`src/rtl/datapath_ctrl.sv`:
```
// Hardwired T0..T6 control sequencer for the single-bus datapath.
// Moore outputs decode only the state register and the opcode latched at the end of T2.
module datapath_ctrl #(
    parameter int OP_W  = 5,
    parameter int ALU_W = 5
) (
    input  logic             Clock,
    input  logic             Resetn,
    input  logic             Stop,
    input  logic [31:0]      IR,
    output logic             PCout,
    output logic             Zhighout,
    output logic             Zlowout,
    output logic             MDRout,
    output logic             MARin,
    output logic             PCin,
    output logic             MDRin,
    output logic             IRin,
    output logic             Yin,
    output logic             Zin,
    output logic             HIin,
    output logic             LOin,
    output logic             IncPC,
    output logic             Read,
    output logic             Gra,
    output logic             Grb,
    output logic             Grc,
    output logic             Rin,
    output logic             Rout,
    output logic [ALU_W-1:0] ALUop,
    output logic             Run,
    output logic             Illegal
);

    localparam logic [3:0] S_IDLE = 4'd0;
    localparam logic [3:0] S_T0   = 4'd1;
    localparam logic [3:0] S_T1   = 4'd2;
    localparam logic [3:0] S_T2   = 4'd3;
    localparam logic [3:0] S_T3   = 4'd4;
    localparam logic [3:0] S_T4   = 4'd5;
    localparam logic [3:0] S_T5   = 4'd6;
    localparam logic [3:0] S_T6   = 4'd7;
    localparam logic [3:0] S_HALT = 4'd8;

    localparam logic [OP_W-1:0] OP_ADD  = OP_W'(5'b00011);
    localparam logic [OP_W-1:0] OP_SUB  = OP_W'(5'b00100);
    localparam logic [OP_W-1:0] OP_AND  = OP_W'(5'b01001);
    localparam logic [OP_W-1:0] OP_OR   = OP_W'(5'b01010);
    localparam logic [OP_W-1:0] OP_MUL  = OP_W'(5'b01111);
    localparam logic [OP_W-1:0] OP_DIV  = OP_W'(5'b10000);
    localparam logic [OP_W-1:0] OP_NOP  = OP_W'(5'b11010);
    localparam logic [OP_W-1:0] OP_HALT = OP_W'(5'b11011);

    logic [3:0]       state, state_next;
    logic [OP_W-1:0]  op_q;
    logic             is_alu, is_md, is_nop, is_halt;
    logic [ALU_W-1:0] alu_sel;
    logic [3:0]       boundary;
    logic             unused_ir;

    // Only the opcode field is consumed here; register fields go to the select encoder.
    assign unused_ir = ^IR[31-OP_W:0];

    always_comb begin
        is_alu  = 1'b0;
        is_md   = 1'b0;
        is_nop  = 1'b0;
        is_halt = 1'b0;
        alu_sel = '0;
        case (op_q)
            OP_ADD:  begin is_alu = 1'b1; alu_sel = ALU_W'(1); end
            OP_SUB:  begin is_alu = 1'b1; alu_sel = ALU_W'(2); end
            OP_AND:  begin is_alu = 1'b1; alu_sel = ALU_W'(3); end
            OP_OR:   begin is_alu = 1'b1; alu_sel = ALU_W'(4); end
            OP_MUL:  begin is_md  = 1'b1; alu_sel = ALU_W'(5); end
            OP_DIV:  begin is_md  = 1'b1; alu_sel = ALU_W'(6); end
            OP_NOP:  is_nop  = 1'b1;
            OP_HALT: is_halt = 1'b1;
            default: ;
        endcase
    end

    // Every instruction boundary funnels through here so Stop is honoured uniformly.
    always_comb begin
        boundary   = Stop ? S_IDLE : S_T0;
        state_next = state;
        case (state)
            S_IDLE: state_next = boundary;
            S_T0:   state_next = S_T1;
            S_T1:   state_next = S_T2;
            S_T2:   state_next = S_T3;
            S_T3: begin
                if (is_halt)              state_next = S_HALT;
                else if (is_alu || is_md) state_next = S_T4;
                else                      state_next = boundary;
            end
            S_T4:   state_next = S_T5;
            S_T5:   state_next = is_md ? S_T6 : boundary;
            S_T6:   state_next = boundary;
            S_HALT: state_next = S_HALT;
            default: state_next = S_IDLE;
        endcase
    end

    always_ff @(posedge Clock or negedge Resetn) begin
        if (!Resetn) begin
            state <= S_IDLE;
            op_q  <= '0;
        end else begin
            state <= state_next;
            if (state == S_T2)
                op_q <= IR[31 -: OP_W];
        end
    end

    always_comb begin
        PCout    = 1'b0;
        Zhighout = 1'b0;
        Zlowout  = 1'b0;
        MDRout   = 1'b0;
        MARin    = 1'b0;
        PCin     = 1'b0;
        MDRin    = 1'b0;
        IRin     = 1'b0;
        Yin      = 1'b0;
        Zin      = 1'b0;
        HIin     = 1'b0;
        LOin     = 1'b0;
        IncPC    = 1'b0;
        Read     = 1'b0;
        Gra      = 1'b0;
        Grb      = 1'b0;
        Grc      = 1'b0;
        Rin      = 1'b0;
        Rout     = 1'b0;
        ALUop    = '0;
        Illegal  = 1'b0;
        Run      = (state >= S_T0) && (state <= S_T6);
        case (state)
            S_T0: begin PCout = 1'b1; MARin = 1'b1; IncPC = 1'b1; Zin = 1'b1; end
            S_T1: begin Zlowout = 1'b1; PCin = 1'b1; Read = 1'b1; MDRin = 1'b1; end
            S_T2: begin MDRout = 1'b1; IRin = 1'b1; end
            S_T3: begin
                if (is_alu) begin
                    Grb = 1'b1; Rout = 1'b1; Yin = 1'b1;
                end else if (is_md) begin
                    Gra = 1'b1; Rout = 1'b1; Yin = 1'b1;
                end else if (!is_nop && !is_halt) begin
                    Illegal = 1'b1;
                end
            end
            S_T4: begin
                Grc   = is_alu;
                Grb   = is_md;
                Rout  = 1'b1;
                Zin   = 1'b1;
                ALUop = alu_sel;
            end
            S_T5: begin
                Zlowout = 1'b1;
                Gra     = is_alu;
                Rin     = is_alu;
                LOin    = is_md;
            end
            S_T6: begin Zhighout = 1'b1; HIin = 1'b1; end
            default: ;
        endcase
    end

endmodule

```
`config.mk`:
```
export PLATFORM = sky130hd
export DESIGN_NAME = datapath_ctrl
export DESIGN_NICKNAME = d
export VERILOG_FILES = /design/src/rtl/datapath_ctrl.sv
export SDC_FILE = /design/constraint.sdc
export NUM_CORES = 1
export LEC_CHECK = 0
export BUFFER_PORTS_ARGS = -buffer_cell sky130_fd_sc_hd__clkbuf_2
export CORE_MARGIN = 3
export CORE_UTILIZATION = 36
export DETAILED_ROUTE_END_ITERATION = 7
export GPL_TIMING_DRIVEN = 0
export PLACE_DENSITY = 0.73
export SETUP_SLACK_MARGIN = 0.3
export SLEW_MARGIN = 10
export SYNTH_ARGS = -nofsm -noshare
export SYNTH_HDL_FRONTEND = slang
export SYNTH_SLANG_ARGS = --single-unit
```
`constraint.sdc`:
```
create_clock -name Clock -period 1.58 [get_ports Clock]
set_input_delay 0.158 -clock Clock [delete_from_list [all_inputs] [get_ports Clock]]
set_output_delay 0.158 -clock Clock [all_outputs]
set_load 0.01 [all_outputs]
```
* After elaboration in Yosys (flattened, before gate mapping)
Index checks and enable logic that the tools add are counted.
** Word-level totals
- Register bits after elaboration :: 9
- Bits of input ports :: 35
- Output and inout bits :: 26
- Word-level logic and storage cells :: 63
** Cells by class
- Magnitude comparators :: 2
- Equal/unequal tests :: 16
- Multiplexer cells :: 32
- Reductions and logical operators :: 11
** Operator list (number)
- one-hot mux 4 bit (8 select lines) :: 1
- two-way mux 1 bit :: 23
- one-hot mux 3 bit (6 select lines) :: 1
- equality test 4 x 3 -> 1 bit (second input constant) :: 4
- equality test 5 x 4 -> 1 bit (second input constant) :: 3
- equality test 5 bit (second input constant) :: 3
- equality test 4 x 2 -> 1 bit (second input constant) :: 2
- OR reduction 2 bit :: 4
- two-way mux 3 bit :: 2
- one-hot mux 1 bit (2 select lines) :: 3
- equality test 5 x 2 -> 1 bit (second input constant) :: 1
- equality test 5 x 3 -> 1 bit (second input constant) :: 1
- two-way mux 5 bit :: 1
- equality test 4 x 1 -> 1 bit (second input constant) :: 1
- equality test 4 bit (second input constant) :: 1
- >= comparator 4 x 1 -> 1 bit (second input constant) :: 1
- <= comparator 4 x 3 -> 1 bit (second input constant) :: 1
- logical NOT 4 bit :: 1
- two-way mux 4 bit :: 1
- OR reduction 4 bit :: 1
- logical AND 1 bit :: 2
- logical NOT 1 bit :: 2
- logical OR 1 bit :: 1

* Depth between registers and ports, before layout
- Depth in word-level cells :: 8
- Gate-level depth with buffers :: 5
- Mapped depth without buffers :: 4

* Least setup slack after synthesis
OpenSTA, ideal clock, no wires.
- Path kind :: register to output
- From :: register op_q[1]
- To :: output Gra
- Arrival :: 1.501 ns
- Required time :: 1.422 ns
- Path slack :: -0.079 ns
- Cell stages (with the launch flop) :: 6
- Cells stage by stage :: dfrtp_1 > buf_6 > or4b_4 > o22ai_4 > nand3b_4 > o21ai_1
** Between the ends
- Longest elaborated chain between the ends :: 6
- Elaborated cells between the ends (all ways) :: 13
** RTL lines
- start, declared :: line 55 : logic [OP_W-1:0] op_q;
- start signal, assigned :: line 112 : op_q <= IR[31 -: OP_W];
- equality test 5 bit / equality test 5 x 4 -> 1 bit (equally long branches) :: line 70 : case (op_q)
- OR reduction 2 bit (no source line)
- two-way mux 1 bit :: line 70
- two-way mux 1 bit :: line 146 : end else if (is_md) begin
- two-way mux 1 bit :: line 144 : if (is_alu) begin
- one-hot mux 1 bit (2 select lines) * :: line 139 : case (state)
- end, declared :: line 25 : output logic Gra,
Mark *: on every way between the ends. The rest lies on a longest branch, timed or not.

* Worst setup path in the final report
- From :: register op_q[3]
- To :: output Grb
** Between the ends
- Longest elaborated chain between the ends :: 5
- Elaborated cells between the ends (all ways) :: 12
** RTL lines
- equality test 5 x 4 -> 1 bit (tied with other cells) :: line 70
- OR reduction 4 bit (no source line)
- two-way mux 1 bit :: line 70
- two-way mux 1 bit :: line 144
- one-hot mux 1 bit (2 select lines) * :: line 139
- end, declared :: line 26 : output logic Grb,
Marks and branches as above.

==> flow_metrics.env <==
export IMPL_power_density_mw_per_mm2=1980
export IMPL_ys_types=40
export IMPL_grt_max_degree=11
export IMPL_clk_path_buf_depth=2
export IMPL_die_w_um=54.3
export IMPL_synth_top_cell_area_share=0.269
export IMPL_setup_viol=25
export IMPL_p_switching_mw=1.45
export IMPL_clk_pin_slew_ps=60
export IMPL_end_kind="primary output"
export IMPL_routed_wire_length_per_instance_um=17.4
export IMPL_wl_met3_um=229
export IMPL_dr_max_layer_used="met4"
export IMPL_violations="negative setup slack"
export IMPL_cp_buffers_inverters=2
export IMPL_drt_iter0_drc=22
export IMPL_drc=0
export IMPL_port_buffers=31
export IMPL_combPwrFrac=0.819
export IMPL_syn_inst=101
export IMPL_total_power_mw=3.37
export IMPL_vias=1002
export IMPL_grt_overflow_total=0
export IMPL_cts_sinks=9
export IMPL_globalplace_congestion=0.821
export IMPL_avgSynthCellArea_sq_um=8.30
export IMPL_dpl_cell_area_sq_mm=0.00113
export IMPL_hp_class="in2reg"
export IMPL_htreeDepth=1
export IMPL_antenna_found_initial=0
export IMPL_syn_area_sq_um=838
export IMPL_routed_wl_met2_um=1740
export IMPL_rsz0062_at_grt="yes"
export IMPL_leakage_nw=0.806
export IMPL_crit_path_cell_trace="buf_6 -> or4b_4 -> o211ai_1 -> nand2_1 -> nand2_1 -> clkbuf_2"
export IMPL_viasPerCell=5.33
export IMPL_fin_hold_ws_ps=129
export IMPL_yosysWarnings=0
export IMPL_peakVddDrop_mv=1.31
export IMPL_seqPwrFrac=0.130
export IMPL_first_pass_iters=4
export IMPL_grt_use_total=0.210
export IMPL_synth_top_area_cell="dfrtp_1"
export IMPL_synthFlopType="dfrtp_1"
export IMPL_die_h_um=54.3
export IMPL_crit_required_ps=1420
export IMPL_ys_top_cells_by_area="dfrtp_1, buf_4, nand2b_1"
export IMPL_ctsRootBufferMaster="clkbuf_4"
export IMPL_finalMaxSlewViolations=0
export IMPL_critPathMaxFanout=5
export IMPL_met1_length_um=1250
export IMPL_arrival_ps=1910
export IMPL_synth_edff_count=0
export IMPL_layout_min_cycle_time_ps=2070
export IMPL_clkLatencyLatePin_ps=250
export IMPL_grt_pass1_vias=953
export IMPL_p_int_mw=1.92
export IMPL_path_class="reg2out"
export IMPL_numCtsBuffers=3
export IMPL_hpwl_um=1660
export IMPL_final_antenna_net_count=0
export IMPL_fmax_ghz=0.483
export IMPL_synth_seq_cells=9
export IMPL_place_inst=160
export IMPL_dieArea_sq_mm=0.00294
export IMPL_ios=61
export IMPL_start_kind="flip-flop"
export IMPL_ys_seq_area_frac=0.269
export IMPL_synth_async_reset_ratio=1.00
export IMPL_synth_commonest_cells="nand2_1, nor2_1, dfrtp_1, buf_4, nand2b_1"
export IMPL_wl_um=3280
export IMPL_fin_crit_sh=1.31
export IMPL_power_frac_clock=0.051
export IMPL_finalHoldViolCount=0
export IMPL_cts_tree="yes"
export IMPL_layout_drive_gt1_share=0.758
export IMPL_start_util=0.403
export IMPL_critPathTopFamily="simple AND/OR/NAND/NOR gates"
export IMPL_grt_pass1_wl_um=4470
export IMPL_areaGrowthSynthToFinish_pct=103
export IMPL_insertedDiodeCount=0
export IMPL_crit_top_cell="nand2_1"
export IMPL_clock_skew_ps=1.86
export IMPL_outcome="finished, violations left"
export IMPL_final_cell_count_no_fill=188
export IMPL_layout_nets=197
export IMPL_critPathSlowestCell="or4b_4"
export IMPL_switching_share=0.430
export IMPL_final_cell_area_sq_mm=0.00170
export IMPL_cap_violations=0
export IMPL_fin_ws_ps=-492
export IMPL_slowest_delay_ps=530
export IMPL_rows=16
export IMPL_core_area_sq_mm=0.00208
[worst reg2reg max path, cell delays in order (launching register included)]
cell	delay [ps]
dfrtp_1	370
buf_6	120
or4b_4	540
o22ai_4	250
nand3b_4	150
buf_6	150
nand4_1	100
[metal layers]
metal | GRT usage | vias to the layer above
li1 | - | 459
met1 | 0.258 | 492
met2 | 0.382 | 45
met3 | 0.0245 | 6
met4 | 0.0581 | 0
met5 | 0 | -
[layout by cell type (no fill, tap or decap), drive strengths merged, types with 2 or more instances in the layout]
master	synthesis	layout
o21ai	3	3
nand3	2	2
nand3b	2	2
nor2b	2	2
a21oi	3	3
xnor2	2	2
nand2	10	10
dfrtp	9	9
buf	12	58
o32a	2	2
mux2	4	4
nor2	10	10
nor3	6	6
nand2b	8	8
inv	2	2
or2	3	3
conb	1	2
or4b	3	3
clkbuf	3	15
[flip-flops by register name, indices dropped and copies added (netlist names)]
| signal | flops |
|---|---|
| op_q | 5 |
| state | 4 |
[metrics by stage]
step / setup WS [ps] / util / TNS, ps
final: -492 / 0.817 / -6010
after global routing: -578 / 0.817 / -7760
after CTS: -472 / 0.728 / -5150
after detailed placement: -237 / 0.543 / -1680
after global placement: -217 / 0.543 / -1510
after floorplan: -60.1 / - / -204
[worst paths after layout]
check	start	to	slack [ps]	cells past startpoint
max	op_q[3]	Grb	-490	6
min	IR[29]	op_q[2]	130	3
max reg2reg	op_q[3]	state[0]	-170	6
min reg2reg	state[1]	state[3]	580	1
max in group asynchronous	Resetn	state[1]	1110	2
min in group asynchronous	Resetn	state[3]	270	2
[layout make-up]
cell class	instances	area, sq um
tap	27	33.8
inverter	2	7.51
sequential	9	228
fill	128	382
buffer	15	140
timing repair buffer	55	513
clock buffer	4	26.3
multi-input combinational	76	752
[logic make-up (layout without fill, tap and decap cells)]
group | Yosys count | count (layout) | share of synthesized area
and+or+nand+nor | 51 | 51 | 0.358
buffers and inverters | 17 | 76 | 0.125
xor gates and xnor gates | 3 | 3 | 0.0313
DFF | 9 | 9 | 0.269
AOI/OAI and AO/OA | 15 | 15 | 0.146
muxes | 5 | 5 | 0.0657
other | 1 | 2 | 0.00447
[power by group through the flow]
stage          Clock [mW]  Combinational, mW  Sequential, mW
2_1_floorplan           0               1.19           0.405
3_3_place_gp            0               1.49           0.420
3_5_place_dp            0               1.53           0.426
4_1_cts             0.174               2.27           0.424
5_1_grt             0.189               2.90           0.449
6_report            0.172               2.76           0.439
[repair_timing]
item | in CTS | in global routing
endpoints found under the hold margin | 9 | 0
endpoints found under the setup margin | 33 | 33
pin swaps | 21 | 20
hold buffers | 1 | 0
setup buffers | 19 | 4
gates resized for setup | 50 | 46
No activity file was read; power rests on OpenSTA's default activity.
